<file path="src/rtl/gray_decoder.sv">
// gray_decoder: receive-side Gray-code count checker.
// Converts a qualified Gray-coded count stream to binary and verifies that
// each accepted sample holds or advances the count by exactly one. A wrap
// from all-ones to zero sets a sticky Overflow. Any other jump latches Error
// and parks the FSM in FAULT until Reset.
module gray_decoder #(
  parameter int WIDTH = 3
) (
  input  logic             Clk,
  input  logic             Reset,
  input  logic             Valid,
  input  logic [WIDTH-1:0] Gray,
  output logic [WIDTH-1:0] Binary,
  output logic             Locked,
  output logic             Overflow,
  output logic             Error
);

  typedef enum logic [1:0] {
    ST_UNLOCKED = 2'd0,
    ST_LOCKED   = 2'd1,
    ST_FAULT    = 2'd2
  } state_t;

  state_t           state_q, state_d;
  logic [WIDTH-1:0] binary_q, binary_d;
  logic             locked_q, locked_d;
  logic             overflow_q, overflow_d;
  logic             error_q, error_d;

  logic [WIDTH-1:0] dec;
  logic [WIDTH-1:0] binary_inc;

  // MSB passes through; each lower bit is the XOR of the decoded bit above
  // it with the matching Gray bit.
  function automatic logic [WIDTH-1:0] gray_to_bin(input logic [WIDTH-1:0] g);
    logic [WIDTH-1:0] b;
    b[WIDTH-1] = g[WIDTH-1];
    for (int i = WIDTH - 2; i >= 0; i--) begin
      b[i] = b[i+1] ^ g[i];
    end
    return b;
  endfunction

  // Decode the incoming code and form the expected successor (wraps mod 2^WIDTH).
  always_comb begin
    dec        = gray_to_bin(Gray);
    binary_inc = binary_q + 1'b1;
  end

  // Next-state logic: lock, hold/advance checks, and fault capture.
  always_comb begin
    state_d    = state_q;
    binary_d   = binary_q;
    overflow_d = overflow_q;
    error_d    = error_q;

    if (Valid) begin
      unique case (state_q)
        ST_UNLOCKED: begin
          // Any code is an acceptable lock point.
          binary_d = dec;
          state_d  = ST_LOCKED;
        end
        ST_LOCKED: begin
          if (dec == binary_q) begin
            // Hold is legal; nothing changes.
          end else if (dec == binary_inc) begin
            binary_d = dec;
            if (&binary_q) begin
              overflow_d = 1'b1;
            end
          end else begin
            // Illegal jump: keep the last good value, even for wrap-like jumps.
            error_d = 1'b1;
            state_d = ST_FAULT;
          end
        end
        ST_FAULT: begin
          // Stream ignored until Reset.
        end
        default: begin
          state_d = ST_FAULT;
          error_d = 1'b1;
        end
      endcase
    end

    locked_d = (state_d == ST_LOCKED);
  end

  // State and output registers, cleared immediately by Reset.
  always_ff @(posedge Clk or posedge Reset) begin
    if (Reset) begin
      state_q    <= ST_UNLOCKED;
      binary_q   <= '0;
      locked_q   <= 1'b0;
      overflow_q <= 1'b0;
      error_q    <= 1'b0;
    end else begin
      state_q    <= state_d;
      binary_q   <= binary_d;
      locked_q   <= locked_d;
      overflow_q <= overflow_d;
      error_q    <= error_d;
    end
  end

  assign Binary   = binary_q;
  assign Locked   = locked_q;
  assign Overflow = overflow_q;
  assign Error    = error_q;

endmodule

</file>
<file path="config.mk">
export PLATFORM = sky130hd
export DESIGN_NAME = gray_decoder
export DESIGN_NICKNAME = d
export VERILOG_FILES = /design/src/rtl/gray_decoder.sv
export SDC_FILE = /design/constraint.sdc
export NUM_CORES = 1
export LEC_CHECK = 0
export BUFFER_PORTS_ARGS = -buffer_cell sky130_fd_sc_hd__buf_4
export CORE_UTILIZATION = 25
export CTS_CLUSTER_DIAMETER = 150
export DETAILED_ROUTE_END_ITERATION = 6
export PLACE_DENSITY = 0.53
export SYNTH_ARGS = -nofsm -noshare
export SYNTH_HDL_FRONTEND = slang
export SYNTH_SLANG_ARGS = --single-unit
export TNS_END_PERCENT = 20
</file>
<file path="constraint.sdc">
create_clock -name Clk -period 1.74 [get_ports Clk]
set_input_delay 0.261 -clock Clk [delete_from_list [all_inputs] [get_ports Clk]]
set_output_delay 0.261 -clock Clk [all_outputs]
set_load 0.005 [all_outputs]
</file>
* Word level (Yosys, flattened, before mapping)
Cells that the tools add are included.
** Word-level totals
- Word-level logic and storage cells :: 34
- Register bits after elaboration :: 8
- Output and inout bits :: 6
- Bits of input ports :: 6
** Cells by class
- Equal/unequal tests :: 8
- Mux-type cells :: 10
- Reduce and logical (&&, ||, !) cells :: 6
- Add/subtract/negate cells :: 1
- Bitwise gates (word level) :: 4
** Operators by type and width (number)
- AND reduction 4 bit :: 2
- AND reduction 7 bit :: 1
- equality test 3 bit :: 2
- two-way mux 2 bit :: 3
- two-way mux 3 bit :: 2
- inequality test 2 bit (second input constant) :: 3
- one-hot mux 2 bit (3 select lines) :: 1
- one-hot mux 3 bit (2 select lines) :: 1
- equality test 2 x 1 -> 1 bit (second input constant) :: 2
- adder 3 x 1 -> 3 bit (second input constant) :: 1
- equality test 2 bit (second input constant) :: 1
- zero test 2 bit :: 1
- two-way mux 1 bit :: 2
- NOT 1 bit :: 2
- one-hot mux 1 bit (2 select lines) :: 1
- nonzero test 2 bit :: 1
- OR reduction 2 bit :: 1
- bitwise XOR 1 bit :: 2

* Logic depth before layout (Yosys ltp)
- Depth in word-level cells :: 8
- Mapped depth :: 5

* Worst setup path before layout
OpenSTA, ideal clock, no wires.
- Path kind :: reg2reg
- Start :: reg binary_q[0], in the netlist Binary[0]
- End :: reg binary_q[0], in the netlist Binary[0]
- Path slack :: -0.184 ns
- Setup time :: 0.128 ns
- Required time :: 1.612 ns
- Cell stages (with the launch flop) :: 6
- Arrival :: 1.796 ns
- Path buffers :: 0
- Cells stage by stage :: dfrtp_1 ha_1 or3_1 mux2i_2 o221ai_2 mux2_1
** On the way
- Cells in the longest elaborated chain, start to end :: 4
- Elaborated cells between the ends (all ways) :: 6
** RTL lines
- from (decl) :: RTL line 26 : logic [WIDTH-1:0] binary_q, binary_d;
- from (signal assigned) :: RTL line 102 : binary_q <= binary_d;
- adder 3 x 1 -> 3 bit :: RTL line 48 : binary_inc = binary_q + 1'b1;
- equality test 3 bit :: RTL line 68 : end else if (dec == binary_inc) begin
- inequality test 2 bit (no source line)
- AND reduction 4 bit (no source line) (*)
Every way passes the cells marked *; elsewhere a longest branch is shown, timed or not.
A chain may end at the register's enable or synchronous reset.

* Worst setup path after layout
Same ends and word-level chain as after synthesis.

==> qor.txt <==
LAYOUT
-------------------------------------------------------------------------------------------------
Number of fillers in the final layout                                                         245
Final core occ                                                                             43.34%
Filler-free cell count of the finished design                                                 119
Antenna cell count                                                                              0
Final net count                                                                                99
Fraction of final layout cells with drive strength greater than 1                          49.45%
Growth of design area from synthesis to finish                                             61.70%

FLOORPLAN
-------------------------------------------------------------------------------------------------
Die outline area                                                                     0.002618 mm2
Placement Rows                                                                                 17
Height of the die                                                                        51.17 um
Starting density of the core                                                               26.80%
Die width                                                                                51.17 um
Floorplan core area                                                                  0.002255 mm2
Boundary Pins                                                                                  12

WORST SETUP PATH
-------------------------------------------------------------------------------------------------
Worst R2R Path Depth                                                                            5
Crit path kind                                                                         reg -> reg
Maximum fanout along the worst path                                                             4
Terminus of the critical flop-to-flop path                                              Binary[0]
Source of the worst register-to-register timing path                                    Binary[0]
Arrival time worst endpoint                                                               1960 ps
Kind of capture point of the worst setup path                                            register
Worst endpoint required time                                                              1880 ps
Startpoint Class                                                                         register
Reg2reg setup slack                                                                        -70 ps

SYNTHESIS
-------------------------------------------------------------------------------------------------
Synthesized netlist net count                                                                  70
Gate Count Post-Synth                                                                          63
Warning count from the yosys run                                                                0
Synth Area per Inst                                                                     9.593 um2
Ys flop type                                                                              dfrtp_1
Summed instance area of the synthesized netlist                                         604.3 um2
Synth Register Bits                                                                             8
Number of distinct library cell variants in the gate-level netlist after synthesis             32
Number of flops mapped to enable cells by yosys                                                 0
Share of synthesized registers carrying an async set or reset                              100.0%
Sequential element share of the synthesized area                                           33.13%

DETAILED ROUTING
-------------------------------------------------------------------------------------------------
Post-DR vias/cell                                                                           4.840
Count of vias placed by the detailed router                                                   576
Antenna violation net count after detailed routing                                              0
Remaining routing DRC violations                                                                0
Detailed-routing iteration count for the pre-antenna-repair pass                                4
First-iteration detailed-routing DRC count                                                     13
Detailed Route WL                                                                         1583 um
WL/cell                                                                                  13.30 um

PLACE
-------------------------------------------------------------------------------------------------
Worst slack at placement                                                                -119.4 ps
Detail Placement HPWL                                                                     1039 um
Port Buffers                                                                                   11
Post-placement cell count                                                                     112
Routability cong.                                                                          0.7394

STA
-------------------------------------------------------------------------------------------------
Actual transition at the worst max-transition pin                                        300.4 ps
Slew Limit Headroom                                                                        79.58%
Setup Viol. Count Final                                                                         5
Post-route setup slack                                                                  -74.42 ps
Total negative slack                                                                    -258.9 ps
Post-Route Hold Slack                                                                    243.9 ps
Setup clock skew after layout                                                            12.95 ps
Max-slew violations                                                                             0
Clock period minus worst slack                                                            1814 ps
Fin crit share                                                                             104.3%
Setup repair after global routing missed its margin                                           yes
Highest attainable clock frequency                                                      551.1 MHz
Hold Fails Final Rpt                                                                            0

GRT
-------------------------------------------------------------------------------------------------
Wire length of the first global-routing pass                                              2601 um
Maximum number of pins on one net before global-route repair                                   12
Global-route met1 utilization                                                              17.03%
Met3 Track Usage GR                                                                       0.8929%
Initial antenna violation count                                                                 0
Global-route usage over all layers                                                         13.97%
GR met2 Demand/Resource                                                                    23.03%
Top Usage Layer GRT                                                                          met2
Via count of the first global-routing pass                                                    558
Total congestion overflow                                                                       0

OUTCOME
-------------------------------------------------------------------------------------------------
Outcome                                                                              complete, but fails checks
Violated checks                                                                      negative setup slack

PWR
-------------------------------------------------------------------------------------------------
Power density relative to cell area                                                   1385 mW/mm2
Standby leakage power                                                                   0.4146 nW
Maximum resistive drop on vdd                                                            767.5 uV

CTS
-------------------------------------------------------------------------------------------------
Clock transition at path regs                                                               60 ps
TritonCTS clock tree                                                                         done
Insertion delay to the later sink of the worst-skew pair                                   260 ps
CTS HTree Levels                                                                                1
Cell at the root of the clock tree                                                       clkbuf_4
Number of clock sinks                                                                           8
Maximum buffer depth of the clock tree                                                          2
Number of CTS-inserted buffers                                                                  3

RUN
-------------------------------------------------------------------------------------------------
Max Cap Violations                                                                              0

WORST HOLD PATH
-------------------------------------------------------------------------------------------------
WHS Path Cells                                                                                  2
Type of the worst min-delay path                                                        in -> reg
Startpoint of the most critical hold path                                                   Valid
Endpoint, Worst Hold                                                                   state_q[0]

-- worst max-delay path, stage by stage (launching register included) --
cell      delay, ps
dfrtp_2         450
ha_4            230
or3_4           340
mux2i_4         210
o221ai_2        150
mux2_4          320
-- stage by stage --
stage	power (mW)	cell area, um2
floorplan	0.6346	619.3
global placement	0.9491	834.6
detailed placement	0.9530	834.6
CTS	1.241	924.6
global route	1.443	977.2
finish	1.353	977.2
-- what timing repair did --
item / 4_1_cts / 5_1_grt
gates resized for setup: 8 / 7
setup endpoints to repair: 7 / 7
endpoints found under the hold margin: 8 / 0
pin swaps: 2 / 3
buffers inserted: 1 / 1
hold buffers: 1 / 0
-- cells in the final DEF, fill, tap and decap left out, types with 3 or more instances in the layout --
master and instances:
buf_4 23, dfrtp_1 6, nand2_1 6, mux2i_4 4
nand3b_1 3, nor2b_1 3, inv_1 3, nor2_1 3
clkbuf_4 3
-- synthesized netlist by cell type, types with 2 or more instances --
library cell  instances  area, um2
nor2b_1               3      18.77
nand2_1               6      22.52
nor2_1                3      11.26
or2_2                 2      12.51
nand3b_1              3      22.52
mux2i_1               6      60.06
nand4b_1              2      17.52
inv_1                 3      11.26
xnor2_1               2      17.52
dfrtp_1               8      200.2
clkbuf_1              2      7.510
nand2b_1              2      12.51
a21o_1                2      15.01
-- state kept, by name (all words and copies together), names as in the netlist --
register,flops
Overflow,1
Locked,1
Error,1
Binary,3
state_q,2
-- cell type report --
| type | instances | area [um2] | area share [%] |
|---|---|---|---|
| multi-input combinational | 49 | 476.7 | 48.78 |
| timing repair buffer | 27 | 225.2 | 23.05 |
| sequential | 8 | 202.7 | 20.74 |
| tap | 28 | 35.03 | 3.585 |
| clock buffer | 4 | 26.28 | 2.689 |
| inverter | 3 | 11.26 | 1.152 |
-- power by group --
part / switching, mW / total, mW / internal, mW
clock: 0.0624 / 0.150 / 0.0876
sequential: 0.0438 / 0.265 / 0.222
combinational: 0.383 / 0.938 / 0.555
-- cells by family (layout without fill, tap and decap cells) --
group	count (synthesis)	count (layout)	synth area share (%)
xor+xnor	4	4	7.041
mux	8	8	14.08
compound gates	10	10	14.70
simple gates	26	26	25.05
fa+ha+maj	1	1	2.070
flops	8	8	33.13
buf+inv	6	34	3.933
-- how the worst max path moves through the flow --
stage                     startpoint  cells after the start  slack, ps          to
final                      Binary[0]                      5        -70   Binary[0]
after global routing       Binary[0]                      5       -140   Binary[0]
after CTS                  Binary[1]                      5        -80   Binary[0]
after detailed placement   Binary[0]                      5       -120   Binary[0]
after global placement     Binary[0]                      5        -80  state_q[0]
after floorplan            Binary[1]                      5        -80   Binary[0]
-- metal layers --
layer | routed length (um) | share of wire, %
met1 | 729 | 46
met2 | 802 | 51
met3 | 38 | 2.4
met4 | 13 | 0.82
met5 | 0 | 0
No activity file was read; power rests on OpenSTA's default activity.
